File: config.mk
export PLATFORM = sky130hd
export DESIGN_NAME = insn_encoder_flat
export DESIGN_NICKNAME = d
export VERILOG_FILES = /design/src/rtl/insn_encoder_pkg.sv /design/src/rtl/insn_encoder_if.sv /design/src/rtl/insn_imm_compress.sv /design/src/rtl/insn_encoder.sv /design/src/flat_wrapper.sv
export SDC_FILE = /design/constraint.sdc
export NUM_CORES = 1
export LEC_CHECK = 0
export BUFFER_PORTS_ARGS = -buffer_cell sky130_fd_sc_hd__clkbuf_2
export CORE_UTILIZATION = 27
export CTS_CLUSTER_DIAMETER = 30
export DETAILED_ROUTE_END_ITERATION = 12
export PLACE_DENSITY_LB_ADDON = 0.3
export SYNTH_ARGS = -nofsm -noshare
export SYNTH_HDL_FRONTEND = slang
export SYNTH_HIERARCHICAL = 1
export SYNTH_SLANG_ARGS = --single-unit
File: constraint.sdc
create_clock -name clk -period 5.8 [get_ports clk]
set_clock_uncertainty 0.15 [all_clocks]
set_input_delay 0.58 -clock clk [delete_from_list [all_inputs] [get_ports clk]]
set_output_delay 0.58 -clock clk [all_outputs]
set_load 0.05 [all_outputs]
File: src/rtl/insn_encoder_pkg.sv
// Shared instruction definitions for the encoder: field widths and bit positions,
// opcode class masks, the immediate class decode, and the pipeline word type.
package insn_encoder_pkg;

  localparam int LEN_INSN      = 32;
  localparam int LEN_OPECODE   = 7;
  localparam int SHIFT_OPECODE = 25;
  localparam int LEN_IMMF      = 1;
  localparam int SHIFT_IMMF    = 24;
  localparam int LEN_REGNO     = 4;
  localparam int SHIFT_RD      = 20;
  localparam int SHIFT_RS      = 16;
  localparam int LEN_CC        = 4;
  localparam int SHIFT_CC      = 12;
  localparam int LEN_IMM       = 12;
  localparam int SHIFT_IMM     = 0;
  localparam int LEN_IMM_EX    = 32;

  // Width of the short unsigned immediate used by the SHORT5 class.
  localparam int SHORT_BITS    = 5;

  // Opcode classes are selected by the upper opcode bits; the low three bits are "don't care".
  localparam logic [LEN_OPECODE-1:0] CLASS_MASK = 7'b111_1000;
  localparam logic [LEN_OPECODE-1:0] SIGNED_A   = 7'b000_0000;
  localparam logic [LEN_OPECODE-1:0] SHORT5     = 7'b000_1000;
  localparam logic [LEN_OPECODE-1:0] SIGNED_B   = 7'b001_1000;

  typedef enum logic [1:0] {
    IMM_NONE,
    IMM_SIGNED,
    IMM_SHORT5,
    IMM_UNSIGNED
  } imm_class_e;

  // One pipeline entry: the packed instruction and its "immediate not representable" flag.
  typedef struct packed {
    logic [LEN_INSN-1:0] insn;
    logic                err;
  } enc_word_t;

  // Decide how the extended immediate is compressed for a given opcode / immediate flag.
  function automatic imm_class_e imm_class(input logic [LEN_OPECODE-1:0] opecode,
                                           input logic [LEN_IMMF-1:0]    immf);
    imm_class_e cls;
    if (immf == '0)                                  cls = IMM_NONE;
    else if ((opecode & CLASS_MASK) == SIGNED_A)     cls = IMM_SIGNED;
    else if ((opecode & CLASS_MASK) == SIGNED_B)     cls = IMM_SIGNED;
    else if ((opecode & CLASS_MASK) == SHORT5)       cls = IMM_SHORT5;
    else                                             cls = IMM_UNSIGNED;
    return cls;
  endfunction

endpackage

File: src/rtl/insn_encoder_if.sv
// Handshake and field bundle between an instruction producer/consumer and the encoder.
// master: drives input fields and out_ready; slave: the encoder.
interface insn_encoder_if;
  import insn_encoder_pkg::*;

  logic                   in_valid_i;
  logic                   in_ready_o;
  logic [LEN_OPECODE-1:0] opecode_i;
  logic [LEN_IMMF-1:0]    immf_i;
  logic [LEN_REGNO-1:0]   rd_i;
  logic [LEN_REGNO-1:0]   rs_i;
  logic [LEN_CC-1:0]      cc_i;
  logic [LEN_IMM_EX-1:0]  imm_i;
  logic                   out_valid_o;
  logic                   out_ready_i;
  logic [LEN_INSN-1:0]    insn_o;
  logic                   err_o;

  modport master (
    output in_valid_i, opecode_i, immf_i, rd_i, rs_i, cc_i, imm_i, out_ready_i,
    input  in_ready_o, out_valid_o, insn_o, err_o
  );

  modport slave (
    input  in_valid_i, opecode_i, immf_i, rd_i, rs_i, cc_i, imm_i, out_ready_i,
    output in_ready_o, out_valid_o, insn_o, err_o
  );

endinterface

File: src/rtl/insn_imm_compress.sv
// Combinational immediate compression: squeezes the extended immediate into the
// instruction's immediate field according to the opcode class and flags overflow.
module insn_imm_compress
  import insn_encoder_pkg::*;
(
  input  logic [LEN_OPECODE-1:0] opecode,
  input  logic [LEN_IMMF-1:0]    immf,
  input  logic [LEN_IMM_EX-1:0]  imm_ex,
  output logic [LEN_IMM-1:0]     imm_field,
  output logic                   err
);

  imm_class_e cls;

  assign cls = imm_class(opecode, immf);

  // Select the truncated field and the representability check for this class.
  always_comb begin
    imm_field = '0;
    err       = 1'b0;
    case (cls)
      IMM_NONE: begin
        imm_field = '0;
        err       = 1'b0;
      end
      IMM_SIGNED: begin
        // Representable only if every bit from the field's sign bit upward is a copy of it.
        imm_field = imm_ex[LEN_IMM-1:0];
        err       = ~((&imm_ex[LEN_IMM_EX-1:LEN_IMM-1]) | ~(|imm_ex[LEN_IMM_EX-1:LEN_IMM-1]));
      end
      IMM_SHORT5: begin
        imm_field = {{(LEN_IMM-SHORT_BITS){1'b0}}, imm_ex[SHORT_BITS-1:0]};
        err       = |imm_ex[LEN_IMM_EX-1:SHORT_BITS];
      end
      default: begin
        imm_field = imm_ex[LEN_IMM-1:0];
        err       = |imm_ex[LEN_IMM_EX-1:LEN_IMM];
      end
    endcase
  end

endmodule

File: src/rtl/insn_encoder.sv
// Instruction encoder: packs decoded fields into an instruction word and streams it
// through an output register backed by one skid register (valid/ready both sides).
// Optional build macro INSN_ENCODER_ERRCNT_EN adds err_cnt_o, a saturating count of
// emitted words flagged with err_o.
module insn_encoder
  import insn_encoder_pkg::*;
(
  input  logic        clk,
  input  logic        rst,
  insn_encoder_if.slave bus
`ifdef INSN_ENCODER_ERRCNT_EN
  ,
  output logic [15:0] err_cnt_o
`endif
);

  logic [LEN_IMM-1:0] imm_field;
  logic               imm_err;
  enc_word_t          enc;

  enc_word_t out_word, out_word_next;
  logic      out_valid, out_valid_next;
  enc_word_t skid_word, skid_word_next;
  logic      skid_valid, skid_valid_next;

  logic in_xfer;
  logic out_xfer;
  logic out_load;

  insn_imm_compress u_imm_compress (
    .opecode   (bus.opecode_i),
    .immf      (bus.immf_i),
    .imm_ex    (bus.imm_i),
    .imm_field (imm_field),
    .err       (imm_err)
  );

  // Place every field at its bit position; uncovered bits stay zero.
  always_comb begin
    enc.insn = '0;
    enc.insn[SHIFT_OPECODE +: LEN_OPECODE] = bus.opecode_i;
    enc.insn[SHIFT_IMMF    +: LEN_IMMF]    = bus.immf_i;
    enc.insn[SHIFT_RD      +: LEN_REGNO]   = bus.rd_i;
    enc.insn[SHIFT_RS      +: LEN_REGNO]   = bus.rs_i;
    enc.insn[SHIFT_CC      +: LEN_CC]      = bus.cc_i;
    enc.insn[SHIFT_IMM     +: LEN_IMM]     = imm_field;
    enc.err  = imm_err;
  end

  // in_ready only depends on the skid register, so there is no path from out_ready.
  assign in_xfer  = bus.in_valid_i & ~skid_valid;
  assign out_xfer = out_valid & bus.out_ready_i;
  assign out_load = ~out_valid | bus.out_ready_i;

  // Next-state for the output/skid pair: the skid always has priority so order is kept.
  always_comb begin
    out_word_next   = out_word;
    out_valid_next  = out_valid;
    skid_word_next  = skid_word;
    skid_valid_next = skid_valid;
    if (out_load) begin
      if (skid_valid) begin
        out_word_next   = skid_word;
        out_valid_next  = 1'b1;
        skid_valid_next = 1'b0;
      end else if (in_xfer) begin
        out_word_next  = enc;
        out_valid_next = 1'b1;
      end else begin
        out_valid_next = 1'b0;
      end
    end else if (in_xfer) begin
      skid_word_next  = enc;
      skid_valid_next = 1'b1;
    end
  end

  // Pipeline registers; reset discards everything buffered.
  always_ff @(posedge clk or posedge rst) begin
    if (rst) begin
      out_word   <= '0;
      out_valid  <= 1'b0;
      skid_word  <= '0;
      skid_valid <= 1'b0;
    end else begin
      out_word   <= out_word_next;
      out_valid  <= out_valid_next;
      skid_word  <= skid_word_next;
      skid_valid <= skid_valid_next;
    end
  end

  assign bus.in_ready_o  = ~skid_valid;
  assign bus.out_valid_o = out_valid;
  assign bus.insn_o      = out_word.insn;
  assign bus.err_o       = out_word.err;

`ifdef INSN_ENCODER_ERRCNT_EN
  logic [15:0] err_cnt;

  // Count flagged words as they leave; stick at the maximum instead of wrapping.
  always_ff @(posedge clk or posedge rst) begin
    if (rst) begin
      err_cnt <= '0;
    end else if (out_xfer && out_word.err && (err_cnt != 16'hFFFF)) begin
      err_cnt <= err_cnt + 16'd1;
    end
  end

  assign err_cnt_o = err_cnt;
`else
  logic unused_out_xfer;
  assign unused_out_xfer = out_xfer;
`endif

endmodule

File: src/flat_wrapper.sv
// flat-port wrapper written by rule: the top's interface ports become plain ports
module insn_encoder_flat import insn_encoder_pkg::*;
  (clk, rst, bus_in_valid_i, bus_opecode_i, bus_immf_i, bus_rd_i, bus_rs_i, bus_cc_i, bus_imm_i, bus_out_ready_i, bus_in_ready_o, bus_out_valid_o, bus_insn_o, bus_err_o);
  insn_encoder_if bus_i ();
  input  logic clk;
  input  logic rst;
  input wire logic [$bits(bus_i.in_valid_i)-1:0] bus_in_valid_i;
  input wire logic [$bits(bus_i.opecode_i)-1:0] bus_opecode_i;
  input wire logic [$bits(bus_i.immf_i)-1:0] bus_immf_i;
  input wire logic [$bits(bus_i.rd_i)-1:0] bus_rd_i;
  input wire logic [$bits(bus_i.rs_i)-1:0] bus_rs_i;
  input wire logic [$bits(bus_i.cc_i)-1:0] bus_cc_i;
  input wire logic [$bits(bus_i.imm_i)-1:0] bus_imm_i;
  input wire logic [$bits(bus_i.out_ready_i)-1:0] bus_out_ready_i;
  output wire logic [$bits(bus_i.in_ready_o)-1:0] bus_in_ready_o;
  output wire logic [$bits(bus_i.out_valid_o)-1:0] bus_out_valid_o;
  output wire logic [$bits(bus_i.insn_o)-1:0] bus_insn_o;
  output wire logic [$bits(bus_i.err_o)-1:0] bus_err_o;
  assign bus_i.in_valid_i = bus_in_valid_i;
  assign bus_i.opecode_i = bus_opecode_i;
  assign bus_i.immf_i = bus_immf_i;
  assign bus_i.rd_i = bus_rd_i;
  assign bus_i.rs_i = bus_rs_i;
  assign bus_i.cc_i = bus_cc_i;
  assign bus_i.imm_i = bus_imm_i;
  assign bus_i.out_ready_i = bus_out_ready_i;
  assign bus_in_ready_o = bus_i.in_ready_o;
  assign bus_out_valid_o = bus_i.out_valid_o;
  assign bus_insn_o = bus_i.insn_o;
  assign bus_err_o = bus_i.err_o;
  insn_encoder u_core (.clk(clk), .rst(rst), .bus(bus_i));
endmodule
==> summary.txt <==
Worst setup path
  – Worst Path Required: 5.86 ns
  – Largest stage delay, worst path: 0.91 ns
  – R2r startpoint: u_core/skid_valid
  – Crit-path max FO: 37
  – Top delay family on crit path: simple AND/OR/NAND/NOR gates
  – RR Endpoint: u_core/skid_word[8]
  – R2R cell count: 3
  – Buf/Inv on CP: 1
  – Critical path class: flop to flop
  – Startpoint type of the worst setup path: flop
  – Critical path depth in cells: 3
  – CP Cell Sequence: nor3b_4 > buf_4 > mux2_2
  – Reg2reg setup slack: 3.08 ns
  – Worst setup endpoint: u_core/skid_word[8]
  – CP max-delay cell: nor3b_4
  – CP arrival: 2.77 ns
  – Worst Setup End Kind: flop
  – CP startpoint: u_core/skid_valid

Logic synthesis
  – Top_reg_cell synth: dfrtp_1
  – Most common cell in the netlist: mux2_2
  – Post-synth EDFFs: 0
  – Yosys warnings: 6
  – Avg Cell Area, Syn: 14.4 µm²
  – Synthesized cell area: 3210 µm²
  – Synth area leaders: dfrtp_1 53%, mux2_2 34%, buf_6 2.8%
  – Syn nets: 278
  – Synth Register Bits: 68
  – Share of the synthesized area in the top cell type: 53.1%
  – Seq/Total Area, Yosys: 53.1%
  – Synth area leader: dfrtp_1
  – Top cells by count, synth: 97 x mux2_2, 68 x dfrtp_1, 8 x buf_6, 7 x and3_1, 6 x nor4_1
  – Library cells used by synthesis: 21
  – Gate count of the mapped netlist: 222
  – Async set-reset flop share out of synthesis: 100%

STA
  – Setup violators final: 0
  – Relative slew slack: 37.6%
  – FMAX: 368 MHz
  – Hold Violations, Final: 0
  – Final period util: 46.8%
  – Setup TNS: 0 ns
  – Unrepaired setup endpoints after global routing: no
  – Fin. max-slew vios: 0
  – Slew at the pin closest to its max-slew limit: 0.936 ns
  – Final Critical Period: 2.72 ns

Clocking
  – Clk buf depth: 2
  – H-Tree Depth: 3
  – Worst-Skew Late Latency: 0.32 ns
  – Setup Fix Bufs, Post-CTS: 0
  – Clk slew on worst S/H paths: 0.05 ns
  – Cts bufs inserted: 9
  – Post-CTS Hold Fix Bufs: 0
  – CTS resizes: 0
  – CTS tree: built
  – Clock sinks: 68
  – Root Buffer: clkbuf_16

Routing
  – Post-route ant nets: 0
  – # DRC: 7
  – DRT Wirelength: 7.14 mm
  – Mean routed wirelength per cell: 15.5 µm
  – 1st-iter DRT viols: 63
  – Total number of vias: 2129
  – Number of vias per cell: 4.64
  – TritonRoute pass-1 iters: 10

Flow run
  – Max Cap Viol: 0

Floorplanning
  – Initial Util: 27.8%
  – IO Pins: 91
  – Core area: 11500 µm²
  – DIE WIDTH: 111 µm
  – Die H: 111 µm
  – Num rows: 39
  – Die area: 12300 µm²

GRT
  – First-pass GRT wire length: 12.3 mm
  – GRT Overall Usage: 13.1%
  – GRT Residual Overflow: 0
  – Largest net degree at the start of global routing: 69
  – Vias in the first global route: 2320
  – Initial antenna violation count: 0

Min path
  – Worst hold path class: input port to async pin

Placement
  – Routability cong.: 0.814
  – # port buffers: 90
  – Post-DP Area: 3740 µm²
  – DPL Wire Length: 4.75 mm

Outcome
  – Failing checks: DRC
  – Status: complete, but fails checks

Power
  – Leakage Power: 1.88 nW
  – Sw frac: 32.7%
  – Logic pwr share: 28.0%
  – P_sw: 0.000532 W
  – VDD IR max: 0.000180 V
  – Clock share of power: 32.9%
  – Total power: 0.00163 W
  – Pwr per Cell Area: 404 nW/µm²
  – Flop pwr share: 39.1%
  – P_int: 0.00110 W

Cells and area
  – Share of cells above drive strength 1: 66.1%
  – Final instance area: 4030 µm²
  – Final Util: 35.0%
  – Layout area overhead: 25.8%
  – # nets final: 369
  – Antenna cell count: 0
[cell families (layout without fill, tap and decap cells)]
logic type / Yosys count / count (layout) / share of synthesized area (%)
buf+inv: 14 / 108 / 3.67
mux: 99 / 99 / 35.0
flops: 68 / 68 / 53.1
compound gates: 3 / 3 / 0.703
simple gates: 38 / 38 / 7.53
[flip-flops by register name, indices dropped and copies added (netlist names)]
signal,count
u_core/skid_valid,1
u_core/bus.insn_o,32
u_core/bus.out_valid_o,1
u_core/bus.err_o,1
u_core/skid_word,33
[power groups by stage]
stage	logic (W)	registers [W]	clock network (W)
floorplan	0.000177	0.000815	0
global placement	0.000457	0.000640	0
detailed placement	0.000463	0.000645	0
CTS	0.000464	0.000637	0.000560
global route	0.000485	0.000653	0.000580
finish	0.000456	0.000636	0.000536
[tightest hold or removal path: stages]
cell,delay (ns)
clkbuf_2,0.08
inv_2,0.03
buf_4,0.66
[per-layer routing]
metal / GRT usage [%] / wire length (µm)
met1: 14.8 / 3010
met5: 0 / 0
met3: 4.87 / 427
met2: 22.4 / 3620
met4: 4.93 / 78
[through the flow]
step,hold slack [ns],setup slack [ns],cells
floorplan,0.325,3.29,222
global placement,0.333,3.04,445
detailed placement,0.340,3.02,445
CTS,0.331,3.01,459
global route,0.346,2.87,459
finish,0.338,3.08,459
[area by class of cell]
| class | count | area [µm²] |
|---|---|---|
| flip-flops and latches | 68 | 1700 |
| fillers | 1139 | 7480 |
| inverters | 2 | 7.51 |
| clock inverters | 2 | 35.0 |
| clock buffers | 12 | 256 |
| well taps | 143 | 179 |
| multi-input cells | 140 | 1390 |
| repair buffers | 92 | 465 |
[how the worst min path moves through the flow]
stage	start	to	slack, ns	cells after the start
after floorplan	u_core/skid_word[0]	u_core/skid_word[0]	0.32	1
after global placement	u_core/skid_word[15]	u_core/skid_word[15]	0.33	1
after detailed placement	u_core/skid_word[7]	u_core/skid_word[7]	0.34	1
after CTS	bus_in_valid_i	u_core/bus.out_valid_o	0.33	3
after global routing	bus_opecode_i[1]	u_core/skid_word[27]	0.35	2
final	rst	u_core/bus.insn_o[22]	0.34	3
[layout by cell type, fill, tap and decap left out, drive strengths merged]
| cell | instances |
|---|---|
| buf | 2 |
| o21a | 1 |
| nor4 | 6 |
| dfrtp | 68 |
| bufinv | 1 |
| and2 | 5 |
| a21oi | 1 |
| nand4 | 5 |
| o311a | 1 |
| nor2 | 4 |
| and3 | 7 |
| clkbuf | 102 |
| nand3 | 3 |
| or4 | 2 |
| nor3b | 1 |
| nand2 | 2 |
| mux2 | 99 |
| nand2b | 2 |
| inv | 2 |
| clkinv | 1 |
| nor2b | 1 |
No activity file was read; power rests on OpenSTA's default activity.
